<file path="src/rtl/mem_arbiter.sv">
// Shares one memory4c port between the I-cache and D-cache fill engines: 8-word block fills and D-side write-through.
// Build option: define ARB_RR_EN to break request ties in favour of the requester that did not own the previous transaction.
//
// state | meaning
// IDLE  | no owner; arbitrate between i_req and d_req
// FILL  | issue 8 block reads, route 8 returns to the owner
// WRITE | single-cycle D-cache write-through
module mem_arbiter #(
    parameter int ADDR_W      = 16,
    parameter int DATA_W      = 16,
    parameter int MEM_LAT     = 4,
    parameter int BLOCK_WORDS = 8
) (
    input  logic                           clk,
    input  logic                           rst,
    input  logic                           i_req,
    input  logic [ADDR_W-1:0]              i_addr,
    output logic                           i_grant,
    output logic                           i_data_valid,
    input  logic                           d_req,
    input  logic                           d_wr,
    input  logic [ADDR_W-1:0]              d_addr,
    input  logic [DATA_W-1:0]              d_wdata,
    output logic                           d_grant,
    output logic                           d_data_valid,
    output logic                           d_wr_done,
    output logic [DATA_W-1:0]              rd_data,
    output logic [$clog2(BLOCK_WORDS)-1:0] fill_word,
    output logic [ADDR_W-1:0]              mem_addr,
    output logic [DATA_W-1:0]              mem_wdata,
    output logic                           mem_enable,
    output logic                           mem_wr,
    input  logic [DATA_W-1:0]              mem_data_out,
    input  logic                           mem_data_valid,
    output logic                           busy
);

    localparam int WORD_BITS = $clog2(BLOCK_WORDS);
    localparam int OFF       = WORD_BITS + 1;
    localparam int LAT_W     = $clog2(MEM_LAT + 1);

    typedef enum logic [1:0] {
        IDLE  = 2'd0,
        FILL  = 2'd1,
        WRITE = 2'd2
    } state_t;

    state_t                 state;
    state_t                 state_nxt;

    // owner doubles as the last-owner record once the transaction ends (1 = D)
    logic                   owner;
    logic [WORD_BITS:0]     issue_cnt;
    logic [WORD_BITS-1:0]   ret_cnt;
    logic [LAT_W-1:0]       lat_cnt;
    logic [ADDR_W-1:0]      addr_lat;
    logic [DATA_W-1:0]      wdata_lat;

    logic                   any_req;
    logic                   win_d;
    logic                   issue_active;
    logic                   ret_ok;
    logic                   last_ret;

    assign any_req = i_req | d_req;

    always_comb begin
`ifdef ARB_RR_EN
        win_d = d_req & (~i_req | ~owner);
`else
        win_d = d_req;
`endif
    end

    assign issue_active = (state == FILL) && (issue_cnt < (WORD_BITS + 1)'(BLOCK_WORDS));
    // returns cannot legally precede the first issue by less than MEM_LAT, so
    // stale data from a fill aborted by reset is never counted
    assign ret_ok       = (state == FILL) && mem_data_valid && (lat_cnt == '0);
    assign last_ret     = ret_ok && (ret_cnt == WORD_BITS'(BLOCK_WORDS - 1));

    always_ff @(posedge clk) begin
        if (rst) begin
            state <= IDLE;
        end else begin
            state <= state_nxt;
        end
    end

    always_comb begin
        state_nxt = state;
        case (state)
            IDLE: begin
                if (any_req) begin
                    state_nxt = (win_d && d_wr) ? WRITE : FILL;
                end
            end
            FILL: begin
                if (last_ret) begin
                    state_nxt = IDLE;
                end
            end
            WRITE:   state_nxt = IDLE;
            default: state_nxt = IDLE;
        endcase
    end

    always_ff @(posedge clk) begin
        if (rst) begin
            owner     <= 1'b0;
            issue_cnt <= '0;
            ret_cnt   <= '0;
            lat_cnt   <= '0;
            addr_lat  <= '0;
            wdata_lat <= '0;
        end else if (state == IDLE) begin
            if (any_req) begin
                owner     <= win_d;
                addr_lat  <= win_d ? d_addr : i_addr;
                wdata_lat <= d_wdata;
                issue_cnt <= '0;
                ret_cnt   <= '0;
                lat_cnt   <= LAT_W'(MEM_LAT);
            end
        end else if (state == FILL) begin
            if (issue_active) begin
                issue_cnt <= issue_cnt + 1'b1;
            end
            if (lat_cnt != '0) begin
                lat_cnt <= lat_cnt - 1'b1;
            end
            if (ret_ok) begin
                ret_cnt <= ret_cnt + 1'b1;
            end
        end
    end

    always_comb begin
        busy         = (state != IDLE);
        i_grant      = (state != IDLE) && !owner;
        d_grant      = (state != IDLE) && owner;
        mem_enable   = 1'b0;
        mem_wr       = 1'b0;
        mem_addr     = '0;
        mem_wdata    = '0;
        d_wr_done    = 1'b0;
        i_data_valid = 1'b0;
        d_data_valid = 1'b0;
        rd_data      = '0;
        fill_word    = '0;
        case (state)
            FILL: begin
                if (issue_active) begin
                    mem_enable = 1'b1;
                    mem_addr   = {addr_lat[ADDR_W-1:OFF], issue_cnt[WORD_BITS-1:0], 1'b0};
                end
                if (ret_ok) begin
                    i_data_valid = !owner;
                    d_data_valid = owner;
                    rd_data      = mem_data_out;
                    fill_word    = ret_cnt;
                end
            end
            WRITE: begin
                mem_enable = 1'b1;
                mem_wr     = 1'b1;
                mem_addr   = addr_lat;
                mem_wdata  = wdata_lat;
                d_wr_done  = 1'b1;
            end
            default: ;
        endcase
    end

endmodule
</file>
<file path="config.mk">
export PLATFORM = sky130hd
export DESIGN_NAME = mem_arbiter
export DESIGN_NICKNAME = d
export VERILOG_FILES = /design/src/rtl/mem_arbiter.sv
export SDC_FILE = /design/constraint.sdc
export NUM_CORES = 1
export LEC_CHECK = 0
export ABC_AREA = 1
export ABC_CLOCK_PERIOD_IN_PS = 4400
export CELL_PAD_IN_SITES_DETAIL_PLACEMENT = 1
export CELL_PAD_IN_SITES_GLOBAL_PLACEMENT = 1
export CORE_AREA = 2 2 96 98
export DETAILED_ROUTE_END_ITERATION = 6
export DIE_AREA = 0 0 98 100
export HOLD_SLACK_MARGIN = 0.06
export PLACE_DENSITY = 0.92
export SYNTH_ARGS = -nofsm -noshare
export SYNTH_HDL_FRONTEND = slang
export SYNTH_SLANG_ARGS = --single-unit
</file>
<file path="constraint.sdc">
create_clock -name clk -period 4.4 [get_ports clk]
set_clock_uncertainty 0.05 [all_clocks]
set_input_delay 1.32 -clock clk [delete_from_list [all_inputs] [get_ports clk]]
set_output_delay 1.32 -clock clk [all_outputs]
set_load 0.03 [all_outputs]
</file>
* Word-level counts from Yosys, hierarchy flattened
Index checks and enable logic that the tools add are counted.
** Word-level totals
- Register bits :: 45
- Latch bits :: 0
- Memory bits (writable) :: 0
- ROM bits :: 0
- Word-level logic and storage cells :: 69
- Memories :: 0
** Operators by class
- Add/subtract/negate cells :: 3
- Multipliers :: 0
- Divide/modulo/power cells :: 0
- Magnitude comparators :: 1
- Equality and inequality tests :: 5
- Shift-type cells :: 0
- Mux-type cells :: 31
- Bitwise logic cells :: 1
- Reduce and logical (&&, ||, !) cells :: 21
** Operators with widths (count)
- 16-bit 2-to-1 mux :: 5
- 16-bit case mux with 2 select lines :: 1
- 3-bit 2-to-1 mux :: 10
- 4-bit 2-to-1 mux :: 4
- 2-bit nonzero test :: 5
- 3-bit AND reduction :: 3
- 1-bit logical AND :: 7
- 1-bit 2-to-1 mux :: 6
- 2-bit 2-to-1 mux :: 3
- 4-bit by 1-bit adder with 4-bit output, second input constant :: 1
- 4-bit < comparator, second input constant :: 1
- 2-bit != test, second input constant :: 2
- 2-bit case mux with 2 select lines :: 1
- 2-bit AND reduction :: 2
- 3-bit by 1-bit adder with 3-bit output, second input constant :: 1
- 3-bit equality test, second input constant :: 1
- 3-bit zero test :: 1
- 3-bit nonzero test :: 1
- 3-bit by 1-bit subtractor with 3-bit output, second input constant :: 1
- 2-bit by 1-bit equality test with 1-bit output, second input constant :: 1
- 2-bit equality test, second input constant :: 1
- 2-bit zero test :: 1
- 1-bit case mux with 2 select lines :: 1
- 1-bit zero test :: 1
- 1-bit bitwise OR :: 1

* Logic depth before layout (Yosys ltp)
Gate-level depths: netlist of run 1.
- Depth in word-level cells :: 6
- Gate-level depth with buffers :: 9

* Worst setup path after synthesis of run 1
Ideal clock, no wire load.
- Path type :: input port to output port
- Start point :: input port mem_data_valid
- End point :: output port d_data_valid
- Arrival time :: 2.122 ns
- Data required time :: 3.030 ns
- Path slack :: 0.908 ns
- Stages :: 5
- Path buffers :: 1
- Cells stage by stage :: nand2_1 -> inv_1 -> nand2_1 -> clkbuf_1 -> nor2_1
** Between the ends
- Word-level cells in the longest chain between the ends :: 4
** Ends and longest elaborated chain
- start: declaration :: RTL line 34 : input logic mem_data_valid,
- 1-bit logical AND (2 in a row) :: RTL line 78 : assign ret_ok = (state == FILL) && mem_data_valid && (lat_cnt == '0);
- 1-bit 2-to-1 mux :: RTL line 156 : if (ret_ok) begin
- 1-bit 2-to-1 mux :: RTL line 150 : case (state)
- end: declaration :: RTL line 25 : output logic d_data_valid,
No other way between the ends.

* Worst setup path after layout of run 1
- Start point :: input port mem_data_valid
- End point :: output port fill_word[1]
** Between the ends
- Word-level cells in the longest chain between the ends :: 4
** Ends and longest elaborated chain
- 1-bit logical AND (2 in a row) :: RTL line 78
- 3-bit 2-to-1 mux :: RTL line 156
- 3-bit 2-to-1 mux :: RTL line 150
- end: declaration :: RTL line 28 : output logic [$clog2(BLOCK_WORDS)-1:0] fill_word,
No other way between the ends.

==> impl_results.md, run 1 <==
- Status: complete, no violations
- Share of layout cells above drive strength 1: 0.0813
- VDD IR max: 140 uV
- Power Density: between 200 and 300 mW/mm2
- Hold Path Class: flip-flop to flip-flop
- Initial DRT Pass Iterations: 4
- Hold path start: wdata_lat[12]
- DIE WIDTH: approximately 98 um
- Leakage: 1.76 nW
- FILL cells: ~1,100
- Seq pwr share: 0.427
- Clock slew at reported path FFs: roughly 0.080 ns
- Area Growth Syn to Fin: 58.2%
- FF-to-FF setup slack: 2.37 ns
- Maxcap violations: 0
- Cells along the critical path: clkdlybuf4s50_1 > nand2_1 > inv_1 > nand2_1 > nor2_1 > buf_4
- Postcts setup bufs: 0
- Port bufs: around 130
- Worst path max stage delay: 0.45 ns
- Register area share after synthesis: 0.377
- Post-synth EDFFs: 0
- TritonCTS clock tree: built
- Crit path buf inv count: 3
- Final HPWL DP: ~6.3 mm
- Initial Utilization: 0.269
- Synth warnings: 0
- GRT Total Usage: 0.166
- CP Launch Type: input port
- Mapped Area: ~0.0024 mm2
- Final hold vios: 0
- Inserted Diodes: 0
- Achievable Freq: around 0.24 GHz
- Net switching power: between 0.0003 and 0.0004 W
- Die ar.: 0.00980 mm2
- Setup TNS: 0 ns
- Antenna violations before repair: 0
- Gpl congestion: roughly 0.79
- CTS root buffer: clkbuf_8
- First-pass GRT wire length: 13.3 mm
- R2r endpoint: ret_cnt[0]
- Flops & latches, synth: 45
- Period Utilization, post-route: 0.939
- Synth async-reset ratio: 0
- Via count: about 2,700
- Core region area: roughly 0.0089 mm2
- Worst Path Arrival: roughly 2.8 ns
- Routed WL per cell: 13.8 um
- Hold path depth: 2
- Via density: 4.48
- CP top delay family: buffers and inverters
- Drc violations: 0
- Logic pwr share: 0.282
- Sw frac: 0.309
- Slew @ Worst Pin: ~1.0 ns
- Drt initial violations: 50
- Largest net degree at the start of global routing: 51
- Post-synth top area cell: dfxtp_1
- Synth top area cells: dfxtp_1 38%, nand2_1 12%, nor2_1 11%
- Worst skew pair latency: a little under 0.3 ns
- Final Slew Violations: 0
- Tmin final: around 4.1 ns
- Htree depth: 2
- Post-Syn Nets: around 450
- WHS: ~0.44 ns
- Crit-path slowest cell: clkdlybuf4s50_1
- CTS max path bufs: 2
- Post-CTS Hold Buffers: 0
- Cell Rows: 35
- Final WL: around 8.3 mm
- Routed Antenna Nets: 0
- Crit-path most repeated cell: nand2_1
- Reg2reg start: state[1]
- Distinct cells, synth: 25
- Max-slew headroom: 0.300
- WS Path Type: input port to output pin
- Critical path peak fanout: 22
- Post-Synthesis Cells: between 300 and 400
- TritonCTS Buffers: 5
- WHS Endpoint: wdata_lat[12]
- Synth Flop Type: dfxtp_1
- Mean post-synth cell area: 6.41 um2
- Die Y: approximately 100 um
- Ports: roughly 130
- CP endpoint kind: output pin
- Share of the synthesized area in the top cell type: 0.377
- Fin nets: ~570
- Int Pwr: between 0.0007 and 0.0008 W
- PostCTS Resize Cnt: 0
- Required time of the critical path: roughly 3.0 ns
- Unrepaired setup endpoints after global routing: no
- CTS sink count: 45
- Setup violations, final: 0
- Vias in the first global route: around 2,900
- Worst Reg2Reg Path Length in Cells: 9
- Total gr overflow: 0
- Clock share of power: 0.291
-- state kept, by name, indices dropped and copies added, names as in the netlist --
name / count
owner: 1
state: 2
lat_cnt: 3
wdata_lat: 16
ret_cnt: 3
issue_cnt: 4
addr_lat: 16
-- cell usage in the layout, fill, tap and decap left out, drive strengths merged --
cell type	count
and2	1
nand3	11
a31oi	16
clkbuf	7
o22ai	1
nand2	75
clkdlybuf4s50	107
dfxtp	45
or2	1
o32ai	1
xor2	1
buf	24
bufinv	1
o21ai	35
a21oi	15
ha	8
nand4	1
clkinv	1
inv	69
nor2	72
-- worst reg2reg max path: stages, from the launching register on --
cell and delay [ns]:
dfxtp_1 0.33, inv_1 0.08, ha_1 0.24, nand2_1 0.07, inv_1 0.08, nand2_1 0.38, nor2_1 0.38, inv_1 0.12
a21oi_1 0.14, nor2_1 0.05
-- cell usage after synthesis, types with 2 or more instances --
cell and count:
nand3_1 11, o21ai_1 10, ha_1 8, inv_1 64, buf_2 7, inv_2 5, a21oi_1 14, o21ai_0 24
buf_4 4, nand2_1 75, clkbuf_1 7, dfxtp_1 45, a31oi_1 16, nor2_1 71, buf_6 2
-- per-stage QoR --
step,util,total power [W],cells,setup WS [ns],area [um2]
floorplan,-,0.000669,373,0.908,2390
global placement,0.413,0.000787,595,0.422,3670
detailed placement,0.413,0.000802,595,0.250,3670
CTS,0.426,0.00113,603,0.239,3780
global route,0.426,0.00118,603,0.128,3780
finish,0.426,0.00112,603,0.266,3780
-- per-layer routing --
| metal | global-route usage | share of wire | vias up |
|---|---|---|---|
| met5 | 0 | 0 | - |
| met4 | 0.0566 | 0.017 | 0 |
| met3 | 0.0265 | 0.032 | 12 |
| met2 | 0.318 | 0.52 | 62 |
| met1 | 0.185 | 0.43 | 1251 |
| li1 | - | - | 1379 |
-- power groups by stage --
stage | Clock [W] | Sequential [W] | Combinational [W]
finish | 0.000325 | 0.000476 | 0.000314
CTS | 0.000340 | 0.000476 | 0.000318
global route | 0.000354 | 0.000482 | 0.000347
global placement | 0 | 0.000482 | 0.000305
detailed placement | 0 | 0.000486 | 0.000316
floorplan | 0 | 0.000479 | 0.000190
-- cells by family (layout without fill, tap and decap cells) --
logic type,after synthesis,in the layout,share of synthesized area
compound gates,68,68,0.156
flops,45,45,0.377
xor+xnor,1,1,0.00366
fa+ha+maj,8,8,0.0418
buf+inv,90,209,0.157
simple gates,161,161,0.265
-- area by class of cell --
type	instances	area, um2	area share
timing repair buffer	131	1250	0.331
clock buffer	7	86.3	0.0228
multi-input combinational	238	1110	0.295
sequential	45	901	0.238
clock inverter	1	30.0	0.00793
inverter	70	263	0.0694
tap	111	139	0.0367
-- worst max-delay path by stage --
stage	slack (ns)	cells after the start	to	from
floorplan	0.91	5	d_data_valid	mem_data_valid
global placement	0.42	6	rd_data[0]	mem_data_valid
detailed placement	0.25	6	rd_data[10]	mem_data_valid
CTS	0.24	6	rd_data[10]	mem_data_valid
global route	0.13	6	rd_data[3]	mem_data_valid
finish	0.27	6	fill_word[1]	mem_data_valid
(Power assumes the default switching activity.)
==> run 2: changes to the inputs <==
- GPL_TIMING_DRIVEN: default -> 0
==> run 2 against run 1 <==
  * Sequential share of layout area fell by 0.52 points
  * Clock power down 19%
  * Register-to-register slack gained 0.33 ns
  * Via count up 4.0%
  * Cell count up 2.7%
  * Critical endpoint is now rd_data[3]
==> impl_results.md, run 2 (synthesized netlist as in run 1, its figures left out) <==
- CP Launch Type: input port
- Final core occ: 0.435
- Cell Rows: 35
- TritonCTS clock tree: built
- Achievable Freq: 0.237 GHz
- Slew @ Worst Pin: ~0.49 ns
- Setup TNS: 0 ns
- CTS sink count: between 40 and 50
- Tmin final: about 4.2 ns
- Inserted Diodes: 0
- Port bufs: 127
- Unrepaired setup endpoints after global routing: no
- Crit-path slowest cell: clkdlybuf4s50_1
- Drc violations: 0
- GRT Total Usage: 0.179
- Commonest non-fill, non-tap cell in the layout: clkdlybuf4s50_1
- Routed Antenna Nets: 0
- CP endpoint kind: output pin
- Period Utilization, post-route: 0.961
- Fin nets: a little under 600
- Post-Place Cell Area: roughly 0.0038 mm2
- Crit-path most repeated cell: nand2_1
- Ports: 129
- Leakage: about 1.8 nW
- Initial Utilization: 0.269
- Grt met1 use: 0.216
- Final hold vios: 0
- Status: complete, no violations
- Cells along the critical path: clkdlybuf4s50_1 > nand2_1 > inv_1 > nand2_1 > clkbuf_1 > nor2_1 > dlygate4sd2_1
- Critical path peak fanout: 10
- CTS max path bufs: 2
- TritonCTS Buffers: 5
- Power Density: around 280 mW/mm2
- First-pass GRT wire length: about 14 mm
- Drt initial violations: 115
- Via density: approximately 4.5
- Worst skew pair latency: 0.30 ns
- Htree depth: 2
- Share of layout cells above drive strength 1: 0.0591
- WS Path Type: input port to output pin
- Setup violations, final: 0
- Required time of the critical path: around 3 ns
- Die ar.: 0.00980 mm2
- Worst path max stage delay: roughly 0.45 ns
- Post-CTS Hold Buffers: 0
- Largest net degree at the start of global routing: 16
- Maxcap violations: 0
- Postcts setup bufs: 0
- Worst Path Arrival: ~2.9 ns
- Most frequent cells in the layout: 107 x clkdlybuf4s50_1, 75 x nand2_1, 71 x nor2_1
- Gr busiest metal: met2
- Routed WL per cell: roughly 14 um
- CP top delay family: buffers and inverters
- Total gr overflow: 0
- Antenna violations before repair: 0
- Top flop regs: addr_lat (16), wdata_lat (16), issue_cnt (4)
- Clock slew at reported path FFs: around 0.09 ns
- Max-slew headroom: 0.674
- Met2 usage: 0.325
- Crit path buf inv count: 4
- Core region area: between 0.008 and 0.009 mm2
- DIE WIDTH: 98 um
- Final Slew Violations: 0
- Final std cell area, no fill: 0.00387 mm2
- Vias in the first global route: 3,024
- Final WL: just under 9 mm
- Area Growth Syn to Fin: 61.7%
- Final HPWL DP: around 7 mm
- Gpl congestion: 0.816
- Hold Path Class: flip-flop to flip-flop
- Via count: about 2,800
- CTS root buffer: clkbuf_8
- M3 GR Usage: 0.0362
- VDD IR max: about 140 uV
- Die Y: 100 um
- Initial DRT Pass Iterations: 4
## run 2: metal layers
| layer | wire [um] | part of all wire |
|---|---|---|
| met1 | 3790 | 0.43 |
| met2 | 4570 | 0.52 |
| met3 | 357 | 0.040 |
| met4 | 136 | 0.015 |
| met5 | 0 | 0 |
## run 2: final timing paths
kind                                     start  cells past startpoint            to  slack [ns]
worst min-delay path              issue_cnt[3]                      2  issue_cnt[3]        0.44
worst min register to register    issue_cnt[3]                      2  issue_cnt[3]        0.44
worst max register to register      lat_cnt[0]                      9    ret_cnt[0]        2.70
worst max-delay path            mem_data_valid                      7    rd_data[3]        0.17
## run 2: layout make-up
class	instances	area, um2
well taps	111	139
plain buffers	20	114
multi-input cells	238	1110
repair buffers	127	1250
flip-flops and latches	45	901
clock buffers	5	68.8
clock inverters	3	22.5
fillers	1140	5020
inverters	70	263
## run 2: power by group
| part | switching [W] | leakage [nW] | internal (W) | total [W] |
|---|---|---|---|---|
| clock network | 0.000151 | 0.0364 | 0.000112 | 0.000262 |
| logic | 0.000189 | 1.43 | 0.000142 | 0.000331 |
| registers | 0.0000242 | 0.372 | 0.000452 | 0.000476 |
## run 2: what timing repair did
action                     CTS  global route
hold endpoints to repair     0             0
setup endpoints to repair   20             0
resized for setup           20             0
## run 2: worst reg2reg max path: stages (launching register included)
cell and delay [ns]:
dfxtp_1 0.33, inv_1 0.10, ha_1 0.18, inv_1 0.05, nor2_1 0.15, nand2_1 0.14
nor2_1 0.26, inv_1 0.13, a21oi_1 0.17, nor2_1 0.06
## run 2: metrics by stage
stage	hold WS (ns)	total power, W	instances	setup slack (ns)
2_1_floorplan	0.403	0.000669	373	0.908
3_3_place_gp	0.414	0.000805	611	-0.00967
3_5_place_dp	0.424	0.000821	611	-0.134
4_1_cts	0.441	0.00108	619	0.154
5_1_grt	0.469	0.00113	619	0.0584
6_report	0.441	0.00107	619	0.172
==> run 3: changes to the inputs <==
- ABC_CLOCK_PERIOD_IN_PS: 4400 -> 4500
- CORE_AREA: 2 2 96 98 -> 2 2 99 101
- DIE_AREA: 0 0 98 100 -> 0 0 101 103
- PLACE_DENSITY: 0.92 -> 0.88
- clock period: 4.4 -> 4.5 ns (I/O delays scaled with it)
==> run 3 against run 2 <==
  * Flip-flop and latch count unchanged
  * Clock power up 7%
  * Worst setup slack better by 0.11 ns
  * Sequential share of layout area down 0.44 points
  * Final area up 1.9%
  * Critical path depth unchanged
  * Cell count up 0.48%
  * Non-clock buffer count unchanged
  * Critical path type unchanged
  * Count of clock-buffer cells in the layout up 2
  * Die area up 6.2%
==> impl_results.md, run 3 (synthesized netlist as in run 1, its figures left out) <==
- Status: complete, no violations
- Final Slew Violations: 0
- Worst skew pair latency: ~0.3 ns
- Vias in the first global route: around 2,900
- Period Utilization, post-route: 0.937
- Routed WL per cell: approximately 14 um
- Clock slew at reported path FFs: ~0.090 ns
- Hold Path Class: flip-flop to flip-flop
- Area Growth Syn to Fin: 64.8%
- Max-slew headroom: 0.662
- Final hold vios: 0
- Cells along the critical path: clkdlybuf4s50_1 > nand2_1 > inv_1 > nand2_1 > clkbuf_1 > nor2_1 > dlygate4sd2_1
- Critical path peak fanout: 10
- Via density: 4.59
- First-pass GRT wire length: 13.4 mm
- Power Density: roughly 270 mW/mm2
- WHS: 0.441 ns
- Crit-path most repeated cell: nand2_1
- GRT Total Usage: 0.162
- Crit-path slowest cell: clkdlybuf4s50_1
- Leakage: a little over 2 nW
- Fin nets: about 590
- TritonCTS clock tree: built
- Commonest non-fill, non-tap cell in the layout: clkdlybuf4s50_1
- Total gr overflow: 0
- Final HPWL DP: approximately 7.1 mm
- Die Y: a little over 100 um
- Share of layout cells above drive strength 1: 0.0591
- Die ar.: roughly 0.010 mm2
- Inserted Diodes: 0
- Achievable Freq: 0.237 GHz
- Slew @ Worst Pin: ~0.51 ns
- CTS sink count: 45
- Drt initial violations: 92
- Largest net degree at the start of global routing: 14
- Core region area: between 0.009 and 0.01 mm2
- Final std cell area, no fill: just under 0.004 mm2
- VDD IR max: 115 uV
- Top flop regs: addr_lat (16), wdata_lat (16), issue_cnt (4)
- Htree depth: 2
- Via count: 2,856
- Post-Place Cell Area: 0.00381 mm2
- Gpl congestion: ~0.81
- Antenna violations before repair: 0
- Tmin final: roughly 4.2 ns
- Ports: between 100 and 150
- Required time of the critical path: around 3.1 ns
- Setup TNS: 0 ns
- Initial DRT Pass Iterations: 4
- TritonCTS Buffers: 5
- Maxcap violations: 0
- CP endpoint kind: output pin
- Routed Antenna Nets: 0
- Unrepaired setup endpoints after global routing: no
- Most frequent cells in the layout: 107 x clkdlybuf4s50_1, 75 x nand2_1, 71 x nor2_1
- Initial Utilization: 0.253
- WS Path Type: input port to output pin
- Drc violations: 0
- Final WL: between 8 and 9 mm
- Setup violations, final: 0
- DIE WIDTH: between 100 and 150 um
- Cell Rows: 36
- CP Launch Type: input port
- Port bufs: between 100 and 150
- CTS max path bufs: 2
- Worst Path Arrival: between 2 and 3 ns
- Worst path max stage delay: roughly 0.45 ns
- CTS root buffer: clkbuf_8
-- run 3: cell count changes in the layout (fill, tap and decap cells not counted), sizes merged --
cell          change
clkinvlp          -3
dlygate4sd2      -16
dlymetal6s2s     +16
clkinv            +1
clkbuf            +2
-- run 3: metal layers --
layer	share of wire	GRT usage	vias up
met3	0.039	0.0312	11
met2	0.52	0.290	58
met5	0	0	-
met4	0.016	0.0499	0
met1	0.43	0.198	1377
li1	-	-	1410
-- run 3: layout make-up --
class                      instances  area [um2]
fill                            1209        5520
timing repair buffer             127        1310
multi-input combinational        238        1110
sequential                        45         901
inverter                          70         263
tap                              114         143
buffer                            20         114
clock buffer                       7        96.3
clock inverter                     1        5.00
-- run 3: worst max-delay path, delay by kind of cell --
family                 cells  cell delay, ns
buffers and inverters      4            1.17
AND/OR/NAND/NOR            3            0.30
-- run 3: power breakdown --
| group | switching [W] | internal [W] | leakage, nW | total (W) |
|---|---|---|---|---|
| Combinational | 0.000186 | 0.000141 | 1.65 | 0.000327 |
| Clock | 0.000141 | 0.000139 | 0.0542 | 0.000281 |
| Sequential | 0.0000228 | 0.000442 | 0.372 | 0.000465 |
| Total | 0.000350 | 0.000722 | 2.08 | 0.00107 |
-- run 3: per-stage QoR --
stage	util	std cells	power [W]	setup WS (ns)
floorplan	-	373	0.000654	0.948
global placement	0.402	614	0.000789	0.0118
detailed placement	0.402	614	0.000804	-0.0201
CTS	0.413	622	0.00109	0.00176
global route	0.417	622	0.00113	0.149
finish	0.417	622	0.00107	0.283
-- run 3: path summary, 6_finish.rpt --
path | startpoint | end | slack (ns) | cells past startpoint
worst min-delay path | issue_cnt[3] | issue_cnt[3] | 0.44 | 2
worst max-delay path | mem_data_valid | rd_data[5] | 0.28 | 7
worst max register to register | state[0] | addr_lat[13] | 2.78 | 7
worst min register to register | issue_cnt[3] | issue_cnt[3] | 0.44 | 2
-- run 3: timing repair --
action / CTS / global route
hold buffers: 0 / 0
endpoints found under the setup margin: 4 / 16
buffers inserted: 0 / 0
resized for setup: 4 / 16
